==> config.mk <==
export PLATFORM = sky130hd
export DESIGN_NAME = nand_gate
export DESIGN_NICKNAME = d
export VERILOG_FILES = /design/src/rtl/nand_gate.sv
export SDC_FILE = /design/constraint.sdc
export NUM_CORES = 1
export LEC_CHECK = 0
export CAP_MARGIN = 20
export CORE_UTILIZATION = 33
export CTS_CLUSTER_DIAMETER = 120
export DETAILED_ROUTE_END_ITERATION = 12
export PLACE_DENSITY_LB_ADDON = 0.25
export SLEW_MARGIN = 40
export SYNTH_ARGS = -nofsm -noshare
export SYNTH_HDL_FRONTEND = slang
export SYNTH_SLANG_ARGS = --single-unit
==> constraint.sdc <==
create_clock -name clk -period 2 [get_ports clk]
set_input_delay 0.4 -clock clk [delete_from_list [all_inputs] [get_ports clk]]
set_output_delay 0.4 -clock clk [all_outputs]
set_load 0.03 [all_outputs]
==> src/rtl/nand_gate.sv <==
// Two-input bitwise NAND with a combinational output, a valid-qualified registered
// copy, and a saturating count of captures that changed the registered value.
module nand_gate #(
  parameter int WIDTH = 1,
  parameter int CNT_W = 8
) (
  input  logic             clk,
  input  logic             rst,
  input  logic [WIDTH-1:0] a,
  input  logic [WIDTH-1:0] b,
  input  logic             in_valid,
  output logic [WIDTH-1:0] c,
  output logic [WIDTH-1:0] c_q,
  output logic             out_valid,
  output logic [CNT_W-1:0] toggle_cnt
);

  logic [WIDTH-1:0] w_nand;
  logic             w_changed;
  logic             w_cnt_max;

  logic [WIDTH-1:0] r_c_q;
  logic             r_out_valid;
  logic [CNT_W-1:0] r_toggle_cnt;

  genvar gi;
  generate
    for (gi = 0; gi < WIDTH; gi = gi + 1) begin : g_bit
      assign w_nand[gi] = ~(a[gi] & b[gi]);
    end
  endgenerate

  // A toggle is judged against the value held before this edge.
  assign w_changed = |(w_nand ^ r_c_q);
  assign w_cnt_max = &r_toggle_cnt;

  always_ff @(posedge clk or posedge rst) begin
    if (rst) begin
      r_c_q        <= '1;
      r_out_valid  <= 1'b0;
      r_toggle_cnt <= '0;
    end else begin
      r_out_valid <= in_valid;
      if (in_valid) begin
        r_c_q <= w_nand;
        if (w_changed && !w_cnt_max) begin
          r_toggle_cnt <= r_toggle_cnt + 1'b1;
        end
      end
    end
  end

  assign c          = w_nand;
  assign c_q        = r_c_q;
  assign out_valid  = r_out_valid;
  assign toggle_cnt = r_toggle_cnt;

endmodule

==> metrics.md <==
| Metric | Value |
|---|---|
| Status | finished, final reports clean |
| Gate power share | roughly 43% |
| Overall die width | 41.57 um |
| Worst hold-check path type | in -> async |
| Reg-to-reg critical path endpoint | toggle_cnt[4] |
| Number of hold buffers added after CTS | 0 |
| Sequential cell area fraction in the yosys report | between 40% and 50% |
| RSZ-0062 raised after global routing | no |
| Die outline height | 41.57 um |
| Accumulated negative setup slack | 0 ns |
| Power density over the cells | 1184 nW/um^2 |
| CTS clk-pin slew, worst paths | roughly 0.070 ns |
| FMAX | 532.5 MHz |
| Fillers | ~130 |
| Total Die Area | about 1700 sq um |
| Post-Synthesis Net Count | 53 |
| Switching share of total power | 39.18% |
| Net switching power | 0.0003239 W |
| Yosys warning count | 0 |
| Yosys top cell area share | 43.58% |
| Most common cell after layout, fill and taps aside | sky130_fd_sc_hd__clkdlybuf4s50_1 |
| Mean routed wirelength per cell | ~12 um |
| Library cell occupying the most area in the post-synthesis netlist | sky130_fd_sc_hd__dfrtp_1 |
| Count of buffers added by post-CTS timing repair for setup | 0 |
| Total setup violations reported at the end of the flow | 0 |
| Largest net degree at the start of global routing | 11 |
| Detailed Routing Iterations Pass 1 | 4 |
| Starting utilization of the core area | between 30% and 40% |
| Crit-path leading delay family | buffers and inverters |
| Residual overflow from global routing | 0 |
| Critical Path Source | c_q |
| Resize count post-CTS | 0 |
| Number of storage elements in the synthesis netlist | 10 |
| Setup clock skew after layout | around 0.013 ns |
| Depth of the critical timing path with buffers and inverters included | 1 |
| Number of diodes | 0 |
| Final-report max-slew violation count | 0 |
| Number of antenna violations at the first check in global routing | 0 |
| VDD IR max | 0.0008809 V |
| Reg2Reg Depth | 4 |
| TritonCTS clock tree | yes |
| Leak pwr | 0.3109 nW |
| Slowest CP cell | sky130_fd_sc_hd__clkdlybuf4s50_1 |
| Number of DRC violations after detailed routing | 0 |
| Vias | 416 |
| Tot GR Track Use | a little over an eighth |
| Number of global-route vias before repair | around 380 |
| Critical path destination | c_q |
| Critical R2R Launch | c_q |
| Final worst setup slack | roughly 0.12 ns |
| Final cycle utilization of the critical path | around 94% |
| P_int | 0.0005029 W |
| Peak per-stage delay on the critical path | approximately 0.68 ns |
| Global-route wire length before repair | 1697 um |
| Clock root cell | sky130_fd_sc_hd__clkbuf_4 |
| Clk pwr share | 17.2% |
| Remaining antenna violation count | 0 |
| Required time at the endpoint of the critical path | between 1.5 and 2 ns |
| Critical Path End Type | output port |
| Clock buffer depth | 2 |
| Nets | 72 |
| Category of the worst setup path launch point | flop |
| MaxCap Viol Count | 0 |
| Yosys cell types | 22 |
| Critical-path cell list | clkdlybuf4s50_1 |
| Area added between synthesis and finish | 35.11% |
| Arrival time of data at the critical path endpoint | 1.48 ns |
| 1st-iter DRT viols | 3 |
| Total I/O pin count | 16 |
| Gate count after technology mapping | 47 |
| Sequential share of power | 39.4% |
| Worst path bufs/invs | 1 |
| Syn Std Cell Area | 516.7 sq um |
| H-tree levels | 1 |
| HPWL Detailed | between 700 and 800 um |
| Average instance area after synthesis | between 10 and 15 sq um |
| Most used cells in the layout excluding fill and tap cells | 14 x sky130_fd_sc_hd__clkdlybuf4s50_1, 9 x sky130_fd_sc_hd__dfrtp_1, 4 x sky130_fd_sc_hd__and3_1, 4 x sky130_fd_sc_hd__a31oi_1, 4 x sky130_fd_sc_hd__nand2_1 |
| Count of buffers inserted at the top-level ports | 15 |
| Synth area leaders | sky130_fd_sc_hd__dfrtp_1 44%, sky130_fd_sc_hd__mux2_4 5.8%, sky130_fd_sc_hd__dfstp_2 5.1%, sky130_fd_sc_hd__a31oi_1 4.8%, sky130_fd_sc_hd__and3_1 4.8% |
| Shortest period the worst path allows | about 1.9 ns |
| Kind of critical path | reg -> out |
| Routability congestion estimate from global placement | 0.7583 |
| Worst-case register-to-register setup slack | between 0.4 and 0.5 ns |
| Row count | 13 |
| TritonCTS buffer count | 3 |
| Area of the core | between 1000 and 1500 sq um |
| Slew margin rel. | 74.53% |
| Post-DR vias/cell | approximately 5.2 |
| Clock insertion delay at the later pin of the skew report | 0.26 ns |
| Sink Count | 10 |
| Final Hold Fails | 0 |
| Fraction of final layout cells with drive strength greater than 1 | roughly an eighth |
| Aggregate routed wire length | about 990 um |
| Actual slew at the worst max-slew pin | ~0.38 ns |
| Peak fanout along the critical path | 4 |
| Place WS | between 0.02 and 0.03 ns |
worst min path at each step:
stage | from | end | cells past startpoint
6_report | rst | toggle_cnt[7] | 2
5_1_grt | rst | toggle_cnt[7] | 2
4_1_cts | rst | toggle_cnt[7] | 2
3_5_place_dp | toggle_cnt[3] | toggle_cnt[3] | 1
3_3_place_gp | c_q | c_q | 2
2_1_floorplan | rst | out_valid | 1
cells by family after synthesis:
family / share of synthesized area [%]
XOR/XNOR: 3.390
flip-flops: 48.67
AO/OA/AOI/OAI: 13.56
adder cells (fa/ha/maj): 2.421
multiplexers: 10.17
buffers and inverters: 3.632
AND/OR/NAND/NOR: 18.16
power by group through the flow:
| stage | Clock, W | Combinational [W] | Sequential (W) |
|---|---|---|---|
| finish | 0.000142 | 0.000359 | 0.000326 |
| global route | 0.000161 | 0.000380 | 0.000335 |
| CTS | 0.000148 | 0.000361 | 0.000325 |
| detailed placement | 0 | 0.000361 | 0.000329 |
| global placement | 0 | 0.000356 | 0.000326 |
| floorplan | 0 | 0.000124 | 0.000418 |
synth_stat cells:
master	count
sky130_fd_sc_hd__dfrtp_1	9
sky130_fd_sc_hd__a31oi_1	4
sky130_fd_sc_hd__and3_1	4
sky130_fd_sc_hd__nand2_1	4
sky130_fd_sc_hd__a21oi_1	3
sky130_fd_sc_hd__nand3_1	3
sky130_fd_sc_hd__inv_1	2
sky130_fd_sc_hd__mux2_1	2
sky130_fd_sc_hd__mux2_4	2
sky130_fd_sc_hd__nand4_1	2
sky130_fd_sc_hd__and2_1	1
sky130_fd_sc_hd__and4b_1	1
sky130_fd_sc_hd__buf_6	1
sky130_fd_sc_hd__dfstp_2	1
sky130_fd_sc_hd__ha_1	1
sky130_fd_sc_hd__nand2b_1	1
sky130_fd_sc_hd__nor2_1	1
sky130_fd_sc_hd__o211ai_1	1
sky130_fd_sc_hd__o21a_1	1
sky130_fd_sc_hd__o21a_4	1
sky130_fd_sc_hd__xnor2_1	1
sky130_fd_sc_hd__xor2_1	1
routing by layer:
layer  share of wire, %  routed length [um]  GRT usage (%)
met1                 48                 477          16.30
met2                 44                 438          19.69
met3                5.7                  56          5.217
met4                1.7                  17          5.806
met5                  0                   0              0
area by class of cell:
type / instances / area (sq um) / share of cell area, %
flip-flops and latches: 10 / 251.5 / 36.02
inverters: 2 / 7.507 / 1.075
clock buffers: 4 / 26.28 / 3.763
repair buffers: 15 / 147.6 / 21.15
multi-input cells: 34 / 246.5 / 35.30
well taps: 15 / 18.77 / 2.688
state kept, by name, indices dropped and copies added, names as in the netlist:
signal / count
c_q: 1
toggle_cnt: 8
out_valid: 1
through the flow:
step	instance area [sq um]	cells	power [W]	hold slack, ns	utilization (%)
floorplan	516.7	47	0.0005418	0.2395	-
global placement	671.9	76	0.0006815	0.5123	48.60
detailed placement	671.9	76	0.0006892	0.5135	48.60
CTS	698.2	80	0.0008343	0.4262	50.50
global route	698.2	80	0.0008767	0.4541	50.50
finish	698.2	80	0.0008268	0.4097	50.50
No activity file was read; power rests on OpenSTA's default activity.
